File: src/rtl/stack_controller_if.sv
// ---------------------------------------------------------------------------
// stack_controller_if
//   Bundles every non-clock, non-reset signal of the stack controller.
//   Request side : REQ_VALID, REQ_OP, PUSH_DATA  -> controller, REQ_READY back.
//   Response side: RESP_VALID, RESP_DATA, RESP_ERR -> consumer, RESP_READY back.
//   Status       : TOS_OUT (entry count), OVERFLOW, UNDERFLOW (sticky).
//   RAM bus      : MEM_ADDR, MEM_WDATA, MEM_WE, MEM_RE -> RAM, MEM_RDATA back
//                  (synchronous RAM, read data one cycle after MEM_RE).
//   Modports:
//     slave  - the controller itself.
//     master - its environment (requester, response consumer and the RAM).
// ---------------------------------------------------------------------------
interface stack_controller_if #(
    parameter int DATA_WIDTH = 8,
    parameter int ADDR_WIDTH = 12
);
    logic                  REQ_VALID;
    logic [1:0]            REQ_OP;
    logic [DATA_WIDTH-1:0] PUSH_DATA;
    logic                  REQ_READY;
    logic                  RESP_VALID;
    logic                  RESP_READY;
    logic [DATA_WIDTH-1:0] RESP_DATA;
    logic                  RESP_ERR;
    logic [ADDR_WIDTH:0]   TOS_OUT;
    logic                  OVERFLOW;
    logic                  UNDERFLOW;
    logic [ADDR_WIDTH-1:0] MEM_ADDR;
    logic [DATA_WIDTH-1:0] MEM_WDATA;
    logic                  MEM_WE;
    logic                  MEM_RE;
    logic [DATA_WIDTH-1:0] MEM_RDATA;

    modport slave (
        input  REQ_VALID, REQ_OP, PUSH_DATA, RESP_READY, MEM_RDATA,
        output REQ_READY, RESP_VALID, RESP_DATA, RESP_ERR, TOS_OUT,
               OVERFLOW, UNDERFLOW, MEM_ADDR, MEM_WDATA, MEM_WE, MEM_RE
    );

    modport master (
        output REQ_VALID, REQ_OP, PUSH_DATA, RESP_READY, MEM_RDATA,
        input  REQ_READY, RESP_VALID, RESP_DATA, RESP_ERR, TOS_OUT,
               OVERFLOW, UNDERFLOW, MEM_ADDR, MEM_WDATA, MEM_WE, MEM_RE
    );
endinterface

File: src/rtl/stack_controller.sv
// ---------------------------------------------------------------------------
// stack_controller
//   LIFO controller in front of an external synchronous stack RAM.
//   Opcodes: 00 CLEAR, 01 PUSH, 10 POP, 11 PEEK.
//   Ports:
//     clk   - single clock, rising edge.
//     rst_n - asynchronous active-low reset.
//     bus   - stack_controller_if.slave (request/response handshakes,
//             status outputs and the RAM bus).
//   Flow: IDLE accepts a request; PUSH -> WRITE -> IDLE;
//         POP/PEEK -> READ -> WAIT -> RESP -> IDLE;
//         underflowing POP/PEEK -> RESP directly; CLEAR and overflowing
//         PUSH complete in IDLE.
// ---------------------------------------------------------------------------
module stack_controller #(
    parameter int DATA_WIDTH = 8,
    parameter int ADDR_WIDTH = 12
) (
    input  logic              clk,
    input  logic              rst_n,
    stack_controller_if.slave bus
);
    localparam logic [ADDR_WIDTH:0]   DEPTH = {1'b1, {ADDR_WIDTH{1'b0}}};
    localparam logic [ADDR_WIDTH:0]   ONE   = {{ADDR_WIDTH{1'b0}}, 1'b1};
    localparam logic [ADDR_WIDTH-1:0] ONE_A = {{(ADDR_WIDTH-1){1'b0}}, 1'b1};
    localparam logic [1:0] OP_CLEAR = 2'b00;
    localparam logic [1:0] OP_PUSH  = 2'b01;
    localparam logic [1:0] OP_POP   = 2'b10;

    typedef enum logic [2:0] {
        S_IDLE,
        S_WRITE,
        S_READ,
        S_WAIT,
        S_RESP
    } state_t;

    state_t                state_q, state_d;
    logic [ADDR_WIDTH:0]   tos_q, tos_d;
    logic [1:0]            op_q, op_d;
    logic [DATA_WIDTH-1:0] data_q, data_d;
    logic [DATA_WIDTH-1:0] resp_data_q, resp_data_d;
    logic                  resp_err_q, resp_err_d;
    logic                  overflow_q, overflow_d;
    logic                  underflow_q, underflow_d;

    logic                  req_ready;
    logic                  resp_valid;
    logic                  mem_we;
    logic                  mem_re;
    logic [ADDR_WIDTH-1:0] mem_addr;
    logic [DATA_WIDTH-1:0] mem_wdata;

    // Address of the top entry. When the stack is full the low bits of TOS
    // are zero and the subtraction wraps to DEPTH-1, which is exactly right.
    logic [ADDR_WIDTH-1:0] top_addr;
    assign top_addr = tos_q[ADDR_WIDTH-1:0] - ONE_A;

    always_ff @(posedge clk or negedge rst_n) begin
        if (!rst_n) begin
            state_q     <= S_IDLE;
            tos_q       <= '0;
            op_q        <= OP_CLEAR;
            data_q      <= '0;
            resp_data_q <= '0;
            resp_err_q  <= 1'b0;
            overflow_q  <= 1'b0;
            underflow_q <= 1'b0;
        end else begin
            state_q     <= state_d;
            tos_q       <= tos_d;
            op_q        <= op_d;
            data_q      <= data_d;
            resp_data_q <= resp_data_d;
            resp_err_q  <= resp_err_d;
            overflow_q  <= overflow_d;
            underflow_q <= underflow_d;
        end
    end

    always_comb begin
        state_d     = state_q;
        tos_d       = tos_q;
        op_d        = op_q;
        data_d      = data_q;
        resp_data_d = resp_data_q;
        resp_err_d  = resp_err_q;
        overflow_d  = overflow_q;
        underflow_d = underflow_q;
        req_ready   = 1'b0;
        resp_valid  = 1'b0;
        mem_we      = 1'b0;
        mem_re      = 1'b0;
        mem_addr    = '0;
        mem_wdata   = '0;

        unique case (state_q)
            S_IDLE: begin
                req_ready = 1'b1;
                if (bus.REQ_VALID) begin
                    op_d   = bus.REQ_OP;
                    data_d = bus.PUSH_DATA;
                    unique case (bus.REQ_OP)
                        OP_CLEAR: begin
                            tos_d       = '0;
                            overflow_d  = 1'b0;
                            underflow_d = 1'b0;
                        end
                        OP_PUSH: begin
                            if (tos_q == DEPTH) begin
                                overflow_d = 1'b1;
                            end else begin
                                state_d = S_WRITE;
                            end
                        end
                        default: begin
                            // POP and PEEK share the read path.
                            if (tos_q == '0) begin
                                underflow_d = 1'b1;
                                resp_data_d = '0;
                                resp_err_d  = 1'b1;
                                state_d     = S_RESP;
                            end else begin
                                state_d = S_READ;
                            end
                        end
                    endcase
                end
            end
            S_WRITE: begin
                mem_we    = 1'b1;
                mem_addr  = tos_q[ADDR_WIDTH-1:0];
                mem_wdata = data_q;
                tos_d     = tos_q + ONE;
                state_d   = S_IDLE;
            end
            S_READ: begin
                mem_re   = 1'b1;
                mem_addr = top_addr;
                if (op_q == OP_POP) begin
                    tos_d = tos_q - ONE;
                end
                state_d = S_WAIT;
            end
            S_WAIT: begin
                resp_data_d = bus.MEM_RDATA;
                resp_err_d  = 1'b0;
                state_d     = S_RESP;
            end
            S_RESP: begin
                resp_valid = 1'b1;
                if (bus.RESP_READY) begin
                    state_d = S_IDLE;
                end
            end
            default: begin
                state_d = S_IDLE;
            end
        endcase
    end

    assign bus.REQ_READY  = req_ready;
    assign bus.RESP_VALID = resp_valid;
    assign bus.RESP_DATA  = resp_data_q;
    assign bus.RESP_ERR   = resp_err_q;
    assign bus.TOS_OUT    = tos_q;
    assign bus.OVERFLOW   = overflow_q;
    assign bus.UNDERFLOW  = underflow_q;
    assign bus.MEM_ADDR   = mem_addr;
    assign bus.MEM_WDATA  = mem_wdata;
    assign bus.MEM_WE     = mem_we;
    assign bus.MEM_RE     = mem_re;

endmodule

File: src/flat_wrapper.sv
// flat-port wrapper written by rule: the top's interface ports become plain ports
module stack_controller_flat 
#(
    parameter int DATA_WIDTH = 8,
    parameter int ADDR_WIDTH = 12
)
  (clk, rst_n, bus_REQ_VALID, bus_REQ_OP, bus_PUSH_DATA, bus_RESP_READY, bus_MEM_RDATA, bus_REQ_READY, bus_RESP_VALID, bus_RESP_DATA, bus_RESP_ERR, bus_TOS_OUT, bus_OVERFLOW, bus_UNDERFLOW, bus_MEM_ADDR, bus_MEM_WDATA, bus_MEM_WE, bus_MEM_RE);
  stack_controller_if #(.DATA_WIDTH(DATA_WIDTH), .ADDR_WIDTH(ADDR_WIDTH)) bus_i ();
  input  logic clk;
  input  logic rst_n;
  input wire logic [$bits(bus_i.REQ_VALID)-1:0] bus_REQ_VALID;
  input wire logic [$bits(bus_i.REQ_OP)-1:0] bus_REQ_OP;
  input wire logic [$bits(bus_i.PUSH_DATA)-1:0] bus_PUSH_DATA;
  input wire logic [$bits(bus_i.RESP_READY)-1:0] bus_RESP_READY;
  input wire logic [$bits(bus_i.MEM_RDATA)-1:0] bus_MEM_RDATA;
  output wire logic [$bits(bus_i.REQ_READY)-1:0] bus_REQ_READY;
  output wire logic [$bits(bus_i.RESP_VALID)-1:0] bus_RESP_VALID;
  output wire logic [$bits(bus_i.RESP_DATA)-1:0] bus_RESP_DATA;
  output wire logic [$bits(bus_i.RESP_ERR)-1:0] bus_RESP_ERR;
  output wire logic [$bits(bus_i.TOS_OUT)-1:0] bus_TOS_OUT;
  output wire logic [$bits(bus_i.OVERFLOW)-1:0] bus_OVERFLOW;
  output wire logic [$bits(bus_i.UNDERFLOW)-1:0] bus_UNDERFLOW;
  output wire logic [$bits(bus_i.MEM_ADDR)-1:0] bus_MEM_ADDR;
  output wire logic [$bits(bus_i.MEM_WDATA)-1:0] bus_MEM_WDATA;
  output wire logic [$bits(bus_i.MEM_WE)-1:0] bus_MEM_WE;
  output wire logic [$bits(bus_i.MEM_RE)-1:0] bus_MEM_RE;
  assign bus_i.REQ_VALID = bus_REQ_VALID;
  assign bus_i.REQ_OP = bus_REQ_OP;
  assign bus_i.PUSH_DATA = bus_PUSH_DATA;
  assign bus_i.RESP_READY = bus_RESP_READY;
  assign bus_i.MEM_RDATA = bus_MEM_RDATA;
  assign bus_REQ_READY = bus_i.REQ_READY;
  assign bus_RESP_VALID = bus_i.RESP_VALID;
  assign bus_RESP_DATA = bus_i.RESP_DATA;
  assign bus_RESP_ERR = bus_i.RESP_ERR;
  assign bus_TOS_OUT = bus_i.TOS_OUT;
  assign bus_OVERFLOW = bus_i.OVERFLOW;
  assign bus_UNDERFLOW = bus_i.UNDERFLOW;
  assign bus_MEM_ADDR = bus_i.MEM_ADDR;
  assign bus_MEM_WDATA = bus_i.MEM_WDATA;
  assign bus_MEM_WE = bus_i.MEM_WE;
  assign bus_MEM_RE = bus_i.MEM_RE;
  stack_controller #(.DATA_WIDTH(DATA_WIDTH), .ADDR_WIDTH(ADDR_WIDTH)) u_core (.clk(clk), .rst_n(rst_n), .bus(bus_i));
endmodule
File: config.mk
export PLATFORM = sky130hd
export DESIGN_NAME = stack_controller_flat
export DESIGN_NICKNAME = d
export VERILOG_FILES = /design/src/rtl/stack_controller_if.sv /design/src/rtl/stack_controller.sv /design/src/flat_wrapper.sv
export SDC_FILE = /design/constraint.sdc
export NUM_CORES = 1
export LEC_CHECK = 0
export BUFFER_PORTS_ARGS = -buffer_cell sky130_fd_sc_hd__buf_2
export CAP_MARGIN = 20
export CORE_MARGIN = 2
export CORE_UTILIZATION = 47
export CTS_BUF_LIST = sky130_fd_sc_hd__clkbuf_16
export DETAILED_ROUTE_END_ITERATION = 6
export PLACE_DENSITY_LB_ADDON = 0.12
export SYNTH_ARGS = -nofsm -noshare
export SYNTH_HDL_FRONTEND = slang
export SYNTH_SLANG_ARGS = --single-unit
File: constraint.sdc
create_clock -name clk -period 2.4 [get_ports clk]
set_input_delay 0.12 -clock clk [delete_from_list [all_inputs] [get_ports clk]]
set_output_delay 0.12 -clock clk [all_outputs]
set_load 0.1 [all_outputs]
==> results of run 1 <==
[placed cells by master, fill, tap and decap left out, types with 2 or more instances in the layout]
| cell type | count |
|---|---|
| a211o_1 | 2 |
| a211oi_1 | 2 |
| a21o_1 | 3 |
| a21oi_1 | 14 |
| a22o_1 | 10 |
| a2bb2oi_1 | 2 |
| a31oi_1 | 4 |
| and2_1 | 9 |
| and3_1 | 5 |
| buf_12 | 20 |
| buf_2 | 49 |
| buf_4 | 11 |
| clkbuf_16 | 5 |
| dfrtp_1 | 30 |
| dfrtp_2 | 6 |
| ha_1 | 2 |
| inv_1 | 9 |
| mux2i_1 | 3 |
| nand2_1 | 47 |
| nand2b_1 | 3 |
| nand3_1 | 5 |
| nand4_1 | 7 |
| nor2_1 | 19 |
| nor2b_1 | 3 |
| nor3_1 | 10 |
| nor3b_1 | 2 |
| nor4_2 | 2 |
| o21ai_0 | 14 |
| o21ai_1 | 6 |
| o21ai_2 | 2 |
| o21ai_4 | 6 |
| o21bai_1 | 3 |
| o31ai_1 | 6 |
| or2_2 | 2 |
| or3_1 | 4 |
[per-layer routing]
layer	vias up	GRT usage, %	wire length (um)
li1	1169	-	-
met1	1131	32.0	2640
met2	72	40.3	3270
met3	13	3.88	302
met4	0	8.33	123
met5	-	0	0
[sequential cells by signal, summed over array words and instances, names as in the netlist]
| name | cells |
|---|---|
| u_core.bus.UNDERFLOW | 1 |
| u_core.op_q | 2 |
| u_core.bus.TOS_OUT | 13 |
| u_core.bus.RESP_ERR | 1 |
| u_core.bus.OVERFLOW | 1 |
| u_core.state_q | 3 |
| u_core.data_q | 8 |
| u_core.bus.RESP_DATA | 8 |
[logic make-up after synthesis]
group / synth area share, %
xor+xnor: 0.743
compound gates: 22.0
mux: 1.75
buf+inv: 5.95
flops: 39.3
simple gates: 28.7
fa+ha+maj: 1.59
[worst min-delay path by stage]
stage                     start             endpoint  slack [ps]  cells past startpoint
2_1_floorplan             rst_n  u_core.bus.OVERFLOW        -180                      0
3_3_place_gp              rst_n     u_core.data_q[3]         260                      1
3_5_place_dp              rst_n     u_core.data_q[3]         270                      1
4_1_cts        bus_PUSH_DATA[3]     u_core.data_q[3]          20                      3
5_1_grt        bus_PUSH_DATA[3]     u_core.data_q[3]          40                      3
6_report       bus_PUSH_DATA[2]     u_core.data_q[2]          30                      3
[cell type report]
type                            count  share of cell area (%)
Timing Repair Buffer               81                    21.6
Clock inverter                      3                    1.10
Inverter                            9                    1.14
Multi-Input combinational cell    223                    42.5
Sequential cell                    37                    27.5
Tap cell                           67                    2.46
Clock buffer                        5                    3.67
[metrics by stage]
stage,util [%],std cells,setup TNS [ps],cell area (um^2)
final,71.3,425,0,3410
after global routing,71.3,425,0,3410
after CTS,71.1,425,0,3400
after detailed placement,67.5,416,0,3230
after global placement,67.5,416,0,3230
after floorplan,-,291,-150,2530
[timing repair]
| action | 4_1_cts | 5_1_grt |
|---|---|---|
| endpoints found under the setup margin | 0 | 2 |
| resized for setup | 0 | 3 |
| hold buffers | 1 | 0 |
| endpoints found under the hold margin | 37 | 0 |
[critical path, stage by stage (launching register included)]
cell and delay, ps:
dfrtp_2 490, inv_1 180, ha_1 260, and3_1 260
nand2_1 120, nor3_2 200, a2bb2oi_4 170, buf_12 180
==> metrics.md, run 1 <==
| Metric | Value |
|---|---|
| Longest Clk Path Bufs | `2` |
| Max frequency | `443 MHz` |
| Overflow after GRT | `0` |
| Worst Setup Start Kind | `flip-flop` |
| IO Pins | `70` |
| Rel. slew slack | `44.3%` |
| Multi-input combinational cell area | `0.00145 mm^2` |
| Largest net degree at the start of global routing | `38` |
| Area grow syn2layout | `44.7%` |
| Layout cells sized above 1 | `33.2%` |
| Starting DRT DRC Count | `157` |
| CP max FO | `12` |
| Final ANT Viol Nets | `0` |
| FF/Latch Area | `937 um^2` |
| Clock slew at reported path FFs | `50 ps` |
| Filler cell count | `389` |
| Crit Reg-Reg Endpoint | `u_core.bus.TOS_OUT[12]` |
| FP Rows | `25` |
| Vias in the first global route | `2228` |
| Period utilisation layout | `94.1%` |
| Final Hold Viols | `0` |
| Avg WL per Cell | `14.9 um` |
| Num Clock Sinks | `37` |
| Final GP Congestion | `0.933` |
| # H-tree levels | `2` |
| PortBufs | `69` |
| Top-area cell type share of the netlist area | `39.3%` |
| Nets | `382` |
| Most common cell in the netlist | `nand2_1` |
| Worst min-delay path category | `in2reg` |
| Crit path required time | `2280 ps` |
| Unrepaired setup endpoints after global routing | `false` |
| Syn_nets | `316` |
| Worst flop-to-flop path startpoint | `u_core.state_q[2]` |
| First-pass GRT wire length | `10500 um` |
| Top FF cell, synth | `dfrtp_1` |
| Initial antenna violation count | `0` |
| Reg2Reg Depth | `9` |
| DIE HEIGHT | `74.8 um` |
| Global-route usage over all layers | `24.1%` |
| Post-Synthesis Cell Area | `0.00236 mm^2` |
| Top cells by area, synth | `dfrtp_1, nand2_1, o21ai_0` |
| Synth top cells by count | `nand2_1, dfrtp_1, o21ai_0` |
| Synthesized instance count | `291` |
| R2r setup slk | `210 ps` |
| Status | `finished clean` |
| Post-DP HPWL | `4460 um` |
| Syn. warnings | `0` |
| Minimum clock period after layout | `2260 ps` |
| Yosys top cell by area | `dfrtp_1` |
| Avg Inst Size Synth | `8.10 um^2` |
| Core ar. | `0.00479 mm^2` |
| Total number of vias | `2385` |
| Root Driver | `clkbuf_16` |
| Clk_skew | `3.60 ps` |
| FF+latch count, synth | `37` |
| Critical path origin | `u_core.bus.TOS_OUT[1]` |
| CTS tree | `built` |
| CTS Buf Count | `5` |
| Max Slew Vio Count | `0` |
| Count of cell types in the netlist | `51` |
| Register area share after synthesis | `39.3%` |
| WL final | `6340 um` |
| Max-cap viol count | `0` |
| Place WS | `229 ps` |
| Antenna diodes | `0` |
| DRC violations left | `0` |
| Number of synthesized flops with an enable pin | `0` |
| Critical path data arrival time | `2140 ps` |
| Post-synth ARST share | `100%` |
| Slew @ Worst Pin | `835 ps` |
| Setup Buffers After CTS | `0` |
| Vias/cell | `5.61` |
| Initial Util | `49.3%` |
| CP Capture Type | `primary output` |
| First-pass DRT Iterations | `4` |
| # setup viols final | `0` |
| Critical Path Sink | `bus_MEM_ADDR[10]` |
| Die footprint | `0.00560 mm^2` |
| Setup CP Type | `reg2out` |
| Die X-Extent | `74.8 um` |
| Clock latency on the worst-skew pair | `280 ps` |
| Setup slack after layout | `142 ps` |
| Worst hold margin | `29.3 ps` |
Power of run 1 is not shown: default switching activity piles up to over one toggle a cycle in this logic, so the estimate is an artifact.
==> inputs of run 2 (changes only) <==
==> constraint.sdc (replaced) <==
create_clock -name clk -period 2.4 [get_ports clk]
set_input_delay 0.48 -clock clk [delete_from_list [all_inputs] [get_ports clk]]
set_output_delay 0.48 -clock clk [all_outputs]
set_load 0.1 [all_outputs]
==> run 2 against run 1 <==
Net effect:
- sequential share of layout area decreased by 1.9 points
- clock skew increased by 2.2 ps
- first-iteration DRC count increased by 120%
- sequential cell count unchanged
- cell area increased by 9.9%
- critical path depth increased by 3
- routed wire length increased by 14%
- cell count increased by 4.9%
- via count increased by 10%
- largest cell class unchanged
==> metrics.md, run 2 (synthesis gave the netlist of run 1 again) <==
| Metric | Value |
|---|---|
| Clk_skew | `5.77 ps (+2.17 ps)` |
| Most frequent cells in the layout | `buf_2, nand2_1, buf_4, dfrtp_1, buf_12` |
| Final Hold Viols | `0 (unchanged)` |
| First-pass DRT Iterations | `4 (unchanged)` |
| Crit path max-delay cell type | `or3b_4` |
| CP Capture Type | `flip-flop` |
| Initial Util | `49.3% (unchanged)` |
| Worst hold margin | `299 ps (+269 ps)` |
| Layout cells sized above 1 | `44.1% (+11 points)` |
| Overflow after GRT | `0 (unchanged)` |
| CP max FO | `6 (-6)` |
| Buffers plus inverters on the worst setup path | `2 (unchanged)` |
| Period utilisation layout | `98.3% (+4.3 points)` |
| Avg WL per Cell | `16.2 um (+8.5%)` |
| DRC violations left | `0 (unchanged)` |
| Vias in the first global route | `2537 (+14%)` |
| Critical path data arrival time | `2510 ps (+370 ps)` |
| Nets | `403 (+5.5%)` |
| # H-tree levels | `2 (unchanged)` |
| PortBufs | `69 (unchanged)` |
| FF/Latch Area | `957 um^2 (+2.1%)` |
| Slew @ Worst Pin | `829 ps (-6.16 ps)` |
| CTS Buf Count | `5 (unchanged)` |
| Status | `finished clean` |
| Minimum clock period after layout | `2360 ps (+102 ps)` |
| WL final | `7210 um (+14%)` |
| Clock slew at reported path FFs | `60 ps (about the same)` |
| Rel. slew slack | `44.7% (+0.41 points)` |
| Stages on the worst setup path | `10 (+3)` |
| # setup viols final | `0 (unchanged)` |
| Worst flop-to-flop path startpoint | `u_core.state_q[0]` |
| Area grow syn2layout | `59.0%` |
| Global-route usage over all layers | `27.7% (+3.6 points)` |
| Final ANT Viol Nets | `0 (unchanged)` |
| Clock latency on the worst-skew pair | `280 ps (about the same)` |
| Antenna diodes | `0 (unchanged)` |
| Top Family by Delay on Critical Path | `simple AND/OR/NAND/NOR gates` |
| Core ar. | `0.00479 mm^2 (unchanged)` |
| Max Slew Vio Count | `0 (unchanged)` |
| Vias/cell | `5.90 (+5.2%)` |
| Die footprint | `0.00560 mm^2 (unchanged)` |
| Max-cap viol count | `0 (unchanged)` |
| First-pass GRT wire length | `11800 um (+13%)` |
| Largest net degree at the start of global routing | `38 (unchanged)` |
| Unrepaired setup endpoints after global routing | `true` |
| Largest register FFs | `13 (unchanged)` |
| Post-DP HPWL | `4700 um (+5.3%)` |
| Root Driver | `clkbuf_16` |
| FP Rows | `25 (unchanged)` |
| Initial antenna violation count | `0 (unchanged)` |
| Max frequency | `424 MHz (-4.3%)` |
| Commonest non-fill, non-tap cell in the layout | `buf_2` |
| # hold bufs at CTS | `0 (-1)` |
| CTS tree | `built` |
| Max incr delay on CP | `430 ps (-60 ps)` |
| Crit path required time | `2550 ps (+270 ps)` |
| Longest Clk Path Bufs | `2 (unchanged)` |
| Crit path cell chain | `or3b_4, clkinv_4, buf_4, xnor2_1, ha_2, nor3_1, nand4_1, nor4_2, a2bb2oi_1, o31ai_1` |
| Setup CP Type | `reg2reg` |
| Critical path origin | `u_core.state_q[0]` |
| Die X-Extent | `74.8 um (unchanged)` |
| Reg2Reg Depth | `10 (+1)` |
| Final GP Congestion | `0.995 (+6.6%)` |
| Filler cell count | `321 (-17%)` |
| Num Clock Sinks | `37 (unchanged)` |
| Total number of vias | `2633 (+10%)` |
| Multi-input combinational cell area | `0.00156 mm^2 (+7.3%)` |
| Worst Setup Start Kind | `flip-flop` |
| Starting DRT DRC Count | `348 (+120%)` |
| DIE HEIGHT | `74.8 um (unchanged)` |
| IO Pins | `70 (unchanged)` |
| Worst min-delay path category | `in2async` |
==> run 2: changes by cell type in the layout (fill, tap and decap cells not counted), sizes merged <==
| cell | previous run | this run |
|---|---|---|
| buf | 80 | 100 |
| clkbuf | 5 | 7 |
| bufinv | 1 | 0 |
| dlygate4sd3 | 1 | 0 |
| inv | 9 | 10 |
==> run 2: worst reg2reg max path: stages (launching register included) <==
cell	delay, ps
dfrtp_1	380
or3b_4	430
clkinv_4	80
buf_4	110
xnor2_1	60
ha_2	210
nor3_1	130
nand4_1	200
nor4_2	340
a2bb2oi_1	210
o31ai_1	90
==> run 2: what timing repair did <==
item | CTS | global route
gates resized for setup | 10 | 11
gates cloned | 0 | 1
pin swaps | 1 | 7
setup buffers | 12 | 10
endpoints found under the setup margin | 8 | 8
==> run 2: worst paths after layout <==
path / end / slack, ps
setup / recovery: u_core.bus.TOS_OUT[12] / 40
hold / removal: u_core.data_q[1] / 300
setup reg to reg: u_core.bus.TOS_OUT[12] / 40
hold reg to reg: u_core.data_q[1] / 460
max in group asynchronous: u_core.bus.TOS_OUT[4] / 1490
min in group clk: u_core.data_q[2] / 390
==> run 2: metal layers <==
layer	GRT usage (%)	share of wire [%]
met1	35.3	39
met2	46.4	51
met3	5.35	7.3
met4	11.1	1.9
met5	0	0
==> run 2: final cells by class <==
cell class              count  share of cell area, %
clock buffers               5                   3.34
repair buffers            102                   25.9
inverters                   9                   1.17
well taps                  67                   2.24
multi-input cells         223                   41.5
clock inverters             3                  0.300
flip-flops and latches     37                   25.5
==> run 2: metrics by stage <==
stage	instance area, um^2	setup TNS (ps)	util, %	worst slack, ps	cells
5_1_grt	3750	-85.2	78.3	-37.6	446
3_3_place_gp	3350	0	70.0	154	415
3_5_place_dp	3350	0	70.0	103	415
6_report	3750	0	78.3	40.0	446
2_1_floorplan	2690	-590	-	-216	291
4_1_cts	3600	0	75.3	5.61	435
Power of run 2 is left out for the same reason.
